--- config.mk ---
export PLATFORM = sky130hd
export DESIGN_NAME = quadrature_decoder
export DESIGN_NICKNAME = d
export VERILOG_FILES = /design/src/rtl/quad_pkg.sv /design/src/rtl/quad_glitch_filter.sv /design/src/rtl/quadrature_decoder.sv
export SDC_FILE = /design/constraint.sdc
export NUM_CORES = 1
export LEC_CHECK = 0
export ABC_CLOCK_PERIOD_IN_PS = 2890
export CORE_ASPECT_RATIO = 0.8
export CORE_MARGIN = 3
export CORE_UTILIZATION = 56
export CTS_BUF_LIST = sky130_fd_sc_hd__clkbuf_8
export CTS_CLUSTER_SIZE = 10
export DETAILED_ROUTE_END_ITERATION = 16
export PLACE_DENSITY = 0.8
export RECOVER_POWER = 100
export SYNTH_ARGS = -nofsm -noshare
export SYNTH_HDL_FRONTEND = slang
export SYNTH_SLANG_ARGS = --single-unit
--- constraint.sdc ---
create_clock -name clk -period 2.89 [get_ports clk]
set_input_delay 0.578 -clock clk [delete_from_list [all_inputs] [get_ports clk]]
set_output_delay 0.578 -clock clk [all_outputs]
set_load 0.02 [all_outputs]
--- src/rtl/quad_pkg.sv ---
// Shared encodings and the edge classifier for the quadrature decoder.
package quad_pkg;

  // Gray-coded {A,B} channel states.
  typedef enum logic [1:0] {
    ST_00 = 2'b00,
    ST_01 = 2'b01,
    ST_11 = 2'b11,
    ST_10 = 2'b10
  } quad_state_e;

  localparam logic DIR_UP   = 1'b1;
  localparam logic DIR_DOWN = 1'b0;

  // Classification of one sampled transition.
  typedef struct packed {
    logic legal;
    logic illegal;
    logic dir;
  } quad_ev_t;

  // Successor in the up direction: 00 -> 01 -> 11 -> 10 -> 00.
  function automatic quad_state_e quad_next_up(input quad_state_e s);
    case (s)
      ST_00:   return ST_01;
      ST_01:   return ST_11;
      ST_11:   return ST_10;
      default: return ST_00;
    endcase
  endfunction

  // Classify prev -> next: one-step forward is up, one-step backward is down,
  // both bits flipped is illegal, no change is no event.
  function automatic quad_ev_t quad_dir(input quad_state_e prev, input quad_state_e next);
    quad_ev_t ev;
    ev     = '0;
    ev.dir = DIR_UP;
    if (next == quad_next_up(prev)) begin
      ev.legal = 1'b1;
      ev.dir   = DIR_UP;
    end else if (prev == quad_next_up(next)) begin
      ev.legal = 1'b1;
      ev.dir   = DIR_DOWN;
    end else if ((prev ^ next) == 2'b11) begin
      ev.illegal = 1'b1;
    end
    return ev;
  endfunction

endpackage

--- src/rtl/quad_glitch_filter.sv ---
// Per-channel synchronizer plus glitch filter. The filtered level changes only
// after FILT_LEN consecutive equal synchronized samples; valid rises with the
// first accepted level after reset.
module quad_glitch_filter #(
  parameter int SYNC_STAGES = 2,
  parameter int FILT_LEN    = 3
) (
  input  logic clk,
  input  logic reset,
  input  logic din,
  output logic dout,
  output logic valid
);

  // Cycles until the history holds only real samples (sync flops reset to 0
  // would otherwise look like a stable low level).
  localparam int FILL   = SYNC_STAGES + FILT_LEN;
  localparam int FILL_W = $clog2(FILL + 1);

  logic [SYNC_STAGES-1:0] sync_q;
  logic [FILT_LEN-1:0]    hist_q;
  logic [FILL_W-1:0]      fill_q;
  logic                   filled;
  logic                   all_eq;

  assign filled = (fill_q == FILL_W'(FILL));
  assign all_eq = (&hist_q) | ~(|hist_q);

  // Synchronizer chain, sample history, fill counter and accepted level.
  always_ff @(posedge clk) begin
    if (!reset) begin
      sync_q <= '0;
      hist_q <= '0;
      fill_q <= '0;
      dout   <= 1'b0;
      valid  <= 1'b0;
    end else begin
      // NOTE: non-blocking assignments let every stage shift from the
      // pre-edge value of its neighbour regardless of statement order.
      sync_q[0] <= din;
      for (int i = 1; i < SYNC_STAGES; i++) sync_q[i] <= sync_q[i-1];
      hist_q[0] <= sync_q[SYNC_STAGES-1];
      for (int i = 1; i < FILT_LEN; i++) hist_q[i] <= hist_q[i-1];
      if (!filled) fill_q <= fill_q + FILL_W'(1);
      if (filled && all_eq) begin
        dout  <= hist_q[0];
        valid <= 1'b1;
      end
    end
  end

endmodule

--- src/rtl/quadrature_decoder.sv ---
// Quadrature A/B decoder: filtered channels feed a Gray-code FSM producing
// step pulses, a direction flag, a wrapping position and illegal-edge errors.
module quadrature_decoder
  import quad_pkg::*;
#(
  parameter int CNT_W       = 8,
  parameter int SYNC_STAGES = 2,
  parameter int FILT_LEN    = 3
) (
  input  logic             clk,
  input  logic             reset,
  input  logic             enable,
  input  logic             clear,
  input  logic             quad_a,
  input  logic             quad_b,
  output logic             step,
  output logic             up_down,
  output logic [CNT_W-1:0] position,
  output logic             err,
  output logic             err_seen
);

  logic a_f, b_f, a_vld, b_vld;

  quad_glitch_filter #(.SYNC_STAGES(SYNC_STAGES), .FILT_LEN(FILT_LEN)) u_filt_a (
    .clk(clk), .reset(reset), .din(quad_a), .dout(a_f), .valid(a_vld)
  );

  quad_glitch_filter #(.SYNC_STAGES(SYNC_STAGES), .FILT_LEN(FILT_LEN)) u_filt_b (
    .clk(clk), .reset(reset), .din(quad_b), .dout(b_f), .valid(b_vld)
  );

  quad_state_e      state_q, state_d, pair;
  logic             primed_q, primed_d;
  logic             step_d, up_down_d, err_d, err_seen_d;
  logic [CNT_W-1:0] position_d;
  quad_ev_t         ev;

  assign pair = quad_state_e'({a_f, b_f});
  assign ev   = quad_dir(state_q, pair);

  // State, flag and output registers.
  always_ff @(posedge clk) begin
    if (!reset) begin
      state_q  <= ST_00;
      primed_q <= 1'b0;
      step     <= 1'b0;
      up_down  <= DIR_UP;
      position <= '0;
      err      <= 1'b0;
      err_seen <= 1'b0;
    end else begin
      state_q  <= state_d;
      primed_q <= primed_d;
      step     <= step_d;
      up_down  <= up_down_d;
      position <= position_d;
      err      <= err_d;
      err_seen <= err_seen_d;
    end
  end

  // Priming, transition decode, counting and clear priority.
  always_comb begin
    // NOTE: every output of this block gets a default first so no path can
    // leave a value unassigned and infer a latch.
    state_d    = state_q;
    primed_d   = primed_q;
    step_d     = 1'b0;
    err_d      = 1'b0;
    up_down_d  = up_down;
    position_d = position;
    err_seen_d = err_seen;
    if (!primed_q) begin
      if (a_vld && b_vld) begin
        state_d  = pair;
        primed_d = 1'b1;
      end
    end else begin
      state_d = pair;
      if (ev.illegal) begin
        err_d      = 1'b1;
        err_seen_d = 1'b1;
      end
      if (ev.legal && enable) begin
        step_d     = 1'b1;
        up_down_d  = ev.dir;
        position_d = (ev.dir == DIR_UP) ? position + CNT_W'(1) : position - CNT_W'(1);
      end
    end
    // Clear overrides any coincident count; the direction update survives.
    if (clear) begin
      position_d = '0;
      err_seen_d = 1'b0;
    end
  end

endmodule

# Word-level counts from Yosys, hierarchy flattened
# Cells that the tools add are included.
# word_totals
ff_bits	35
in_bits	6
output_inout_bits	12
# op_classes
addsub	4
n_eq_ne	9
muxes	17
bitwise_logic	6
n_reduce_logical	15
# ops
cell	count
$pmux 2 s3	2
$mux 1	11
$add 8x1->8 const B	1
$mux 8	1
$sub 8x1->8 const B	1
$add 3x1->3 const B	2
$eq 2x2->1 const B	3
$eq 3x3->1 const B	2
$mux 2	3
$reduce_and 2->1	3
$reduce_and 3->1	2
$reduce_or 3->1	2
$eq 2x1->1 const B	2
$eq 2x2->1	2
$logic_and 1x1->1	4
$logic_not 2->1	2
$not 1->1	3
$or 1x1->1	2
$reduce_bool 2->1	1
$reduce_or 2->1	1
$xor 2x2->2	1

# Longest topological paths before layout
# logic_depth
word_depth	9
depth_mapped	9

# Hierarchy
# A second synthesis with hierarchy kept.
# unflattened
hier_cells	159
hier_area_um2	1519.0
# modules_own_cells
module	instances	cells_per_inst	area_each_um2	seq_area_each_um2
quadrature_decoder	1	91	798.3	300.3
quad_glitch_filter	2	34	360.3	200.2

# Least setup slack after synthesis
# No wires, ideal clock.
# synth_timing
kind	register to register
start	register u_filt_b.dout
end	register position[2]
setup_ns	0.072
arrival_time_ns	2.174
required_time_ns	2.818
path_slack_ns	0.645
path_stages_with_launch	9
path_buffers	1
period_less_slack_ns	2.245
cell_sequence	dfxtp_1 -> buf_2 -> xnor2_1 -> nand2_1 -> xnor2_1 -> ha_1 -> or4_4 -> a211oi_2 -> mux2i_1
# synth_via
elab_chain_len	8
elab_cells_between_ends	14
classes_between	4 x eq/ne; 7 x mux; 3 x reduce/logical
# synth_lines
element	line_no	source
start, declared	quad_glitch_filter.sv:11	output logic dout,
start signal, assigned	quad_glitch_filter.sv:46	dout <= hist_q[0];
$eq 2x2->1 (tied with other cells)	quad_pkg.sv:24	case (s)
$pmux 2 s3	quad_pkg.sv:24	
$mux 2	quad_pkg.sv:38	if (next == quad_next_up(prev)) begin
$eq 2x2->1	quad_pkg.sv:41	end else if (prev == quad_next_up(next)) begin
$mux 1	quad_pkg.sv:41	
$mux 1	quad_pkg.sv:38	
$logic_and 1x1->1	quadrature_decoder.sv:85	if (ev.legal && enable) begin
$reduce_and 2->1 (no source line)	-	
end signal, assigned	quadrature_decoder.sv:57	position <= position_d;
end, declared	quadrature_decoder.sv:18	output logic [CNT_W-1:0] position,
# Several ways; a longest one is shown, not always the timed one. The select of a mux whose other input is x is not followed.
# A chain may end at the register's enable or synchronous reset.

# Worst setup path in the final report
# layout_timing
start	register u_filt_a.dout
end	register position[2]
# layout_via
elab_chain_len	8
elab_cells_between_ends	14
classes_between	4 x eq/ne; 7 x mux; 3 x reduce/logical
# layout_lines
element	line_no
start, declared	quad_glitch_filter.sv:11
start signal, assigned	quad_glitch_filter.sv:46
$eq 2x2->1 (tied with other cells)	quad_pkg.sv:24
$pmux 2 s3	quad_pkg.sv:24
$mux 2	quad_pkg.sv:38
$eq 2x2->1	quad_pkg.sv:41
$mux 1	quad_pkg.sv:41
$mux 1	quad_pkg.sv:38
$logic_and 1x1->1	quadrature_decoder.sv:85
$reduce_and 2->1 (no source line)	-
# Several ways; a longest one is shown, not always the timed one. The select of a mux whose other input is x is not followed.

==> results.txt <==
* Commonest non-fill, non-tap cell in the layout: sky130_fd_sc_hd__dfxtp_1
- For the worst setup path, the data required time is around 3.1 ns.
- After filler insertion, the fill cell instance count of the layout stands at between 200 and 250.
* Wirelength, routed: 3.04 mm
* Total of hold buffers inserted after clock tree synthesis: 0
- Adding up every negative setup slack in the final design gives 0 ns.
- Post-synthesis instance total: 174
- Netlist cell types: 33
- After clock tree synthesis, the clock-pin slew on the worst setup and hold paths is 0.06 ns.
- Number of failing setup endpoints in the final timing report: 0
- Once the floorplan was initialized, standard cells occupied just over 60% of the core.
- Antenna Nets Post-Route: 0
- The library cells used most frequently in the layout, excluding fill and tap cells, are 35 x sky130_fd_sc_hd__dfxtp_1, 16 x sky130_fd_sc_hd__nor2_1, 13 x sky130_fd_sc_hd__dlygate4sd3_1.
- CP max-delay cell: sky130_fd_sc_hd__or4_4
- CTS resizes: 0
* DRT iter0 DRCs: 68
* Final cycle utilization of the critical path: 87.9%
- The die is 65.2 µm wide.
- Outcome: completed
- The floorplan step defined a die boundary enclosing 3480 µm².
* Number of H-tree levels: 2
- Register area share after synthesis: between 40% and 50%
- The clock passes through at most 2 buffers.
- FMAX: between 300 and 400 MHz
- Wire per inst: roughly 13 µm
- Number of I/O pins: 18
* Worst path cell trace: xor2_1, nand2_1, xnor2_1, ha_1, or4_4, a211oi_2, mux2i_1
- Synthesis produced a netlist with a net count of ~190.
- Number of optimization iterations in the first detailed-route pass: 4
- Average footprint of a synthesized cell: 9.03 µm²
- The final max-slew violation count came to 0.
* FP Rows: 16
* Number of antenna repair diodes: 0
* Count of buffers inserted at the top-level ports: 17
- Cells fill 71.9% of the core in the end.
* Largest net degree at the start of global routing: 16
- Headroom to the max-slew limit: around 48%
* Crit path DAT: ~2.7 ns
- Total global routing overflow: 0
- Net count, final: 203
* Slowest cell delay on critical path: 0.54 ns
- The region available for standard cell placement spans 2560 µm².
- Compared with the post-synthesis result, the final layout area differs by 17.3%.
- The later pin in the worst-skew pair is clocked with a latency of 0.28 ns.
* Clock Tree Root: sky130_fd_sc_hd__clkbuf_8
- After legalization and detailed placement, the total HPWL measured 2.15 mm.
* Vert. Die Dim: 53.4 µm
- Global-route usage over all layers: 20.2%
- Number of maximum-capacitance violations: 0
* R2R Setup Slk: 0.35 ns
* CTS tree: yes
* Worst setup skew after layout: approximately 0.0045 ns
* Drt via density: approximately 5.6
* Max rail drop VDD: 0.291 mV
- The number of setup buffers added after CTS is 0.
- Standby leakage power: 0.706 nW
- Number of flip-flops and latches in the synthesized netlist: 35
- The number of clock buffers added by TritonCTS is 5.
* Vias: 1,267
- Cell family with most CP delay: simple AND/OR/NAND/NOR gates
- Count of buffering cells on the critical path with inverters included: 0
* Share of the synthesized area in the top cell type: 44.6%
* Number of warnings printed during yosys synthesis: 0
- The first global-routing pass estimated ~5.3 mm of wire.
- Crit path kind: register to register
- Vias in the first global route: 1,230
- Yosys attributes the largest share of cell area to sky130_fd_sc_hd__dfxtp_1 45%, sky130_fd_sc_hd__mux2i_1 5.1%, sky130_fd_sc_hd__and2_1 4.4%, sky130_fd_sc_hd__ha_1 4.0%, sky130_fd_sc_hd__xnor2_1 3.9%.
* Power per Cell Area: 486 nW/µm²
* Unrepaired setup endpoints after global routing: false
* Worst min-delay path category: register to register
* Shortest period the worst path allows: between 2 and 3 ns
* Netlist Area Pre-Place: ~1600 µm²
* Hold Violations, Final: 0
* Sort of element at the start of the critical path: register
- Transition time at the pin with the least slew margin: 0.780 ns
* Fraction of layout instances using a drive strength above 1: 7.81%
* Maximum fanout encountered on the critical timing path: 6
- sky130_fd_sc_hd__dfxtp_1 takes more of the synthesized area than any other cell.
* GPL Wtd Cong: 0.852
- Final Power: 0.896 mW
- Sinks on Clock Net: 35
- For this run, design rule violations remaining after detail routing come to 0.
* Worst setup EP type: register
* Number of antenna violations at the first check in global routing: 0
-- final cells by class --
type | count | area [µm²] | area share, %
Clock buffer | 6 | 82.6 | 4.48
Clock inverter | 1 | 5.00 | 0.272
Inverter | 6 | 22.5 | 1.22
Multi-Input combinational cell | 126 | 813 | 44.1
Sequential cell | 35 | 701 | 38.0
Tap cell | 36 | 45.0 | 2.44
Timing Repair Buffer | 18 | 174 | 9.44
-- state kept, by name (all words and copies together), names as in the netlist --
name / count
u_filt_a.sync_q: 2
up_down: 1
err: 1
u_filt_b.sync_q: 2
u_filt_b.hist_q: 3
u_filt_a.valid: 1
u_filt_b.fill_q: 3
u_filt_a.fill_q: 3
position: 8
state_q: 2
primed_q: 1
u_filt_a.dout: 1
u_filt_b.valid: 1
step: 1
err_seen: 1
u_filt_a.hist_q: 3
u_filt_b.dout: 1
-- metal layers --
| metal | global-route usage (%) | wire length, µm |
|---|---|---|
| met3 | 6.58 | 184 |
| met4 | 7.93 | 19 |
| met5 | 0 | 0 |
| met1 | 26.2 | 1500 |
| met2 | 31.3 | 1330 |
-- through the flow --
| step | worst slack, ns | hold slack, ns | area (µm²) | instances |
|---|---|---|---|---|
| 6_report | 0.348 | 0.435 | 1840 | 228 |
| 5_1_grt | 0.167 | 0.458 | 1840 | 228 |
| 4_1_cts | 0.368 | 0.437 | 1850 | 228 |
| 3_5_place_dp | 0.410 | 0.421 | 1760 | 221 |
| 3_3_place_gp | 0.560 | 0.415 | 1760 | 221 |
| 2_1_floorplan | 0.645 | 0.412 | 1570 | 174 |
-- cell usage after synthesis, drive strengths merged --
cell type,n
or2,6
o2111ai,3
o211ai,2
or3,3
dfxtp,35
nor2,16
clkbuf,1
and3,2
and4,1
buf,6
nor4,1
ha,5
nand3b,1
nand4,3
xor2,4
or4,1
nand4b,1
nand2b,1
xnor2,7
nand2,12
nand3,6
a21oi,8
o31ai,2
a211oi,8
mux2i,8
o21ai,8
inv,6
and2,11
a31oi,2
nor3,4
-- final timing paths --
kind                                         start            endpoint  cells past startpoint
worst max-delay path                 u_filt_a.dout         position[2]                      7
worst min-delay path            u_filt_b.sync_q[1]  u_filt_b.hist_q[0]                      1
worst max register to register       u_filt_a.dout         position[2]                      7
worst min register to register  u_filt_b.sync_q[1]  u_filt_b.hist_q[0]                      1
-- report_power, final --
group	internal (mW)	total [mW]	switching [mW]	leakage (nW)
Clock	0.187	0.343	0.156	0.0470
Combinational	0.0232	0.0474	0.0242	0.375
Sequential	0.497	0.506	0.00936	0.284
Total	0.706	0.896	0.190	0.706
-- cells by family after synthesis --
logic type | synth area share [%]
and+or+nand+nor | 22.9
DFF | 44.6
AOI/OAI and AO/OA | 13.6
buffers and inverters | 3.66
xor gates and xnor gates | 6.13
muxes | 5.10
adders and majority gates | 3.98
No activity file was read; power rests on OpenSTA's default activity.
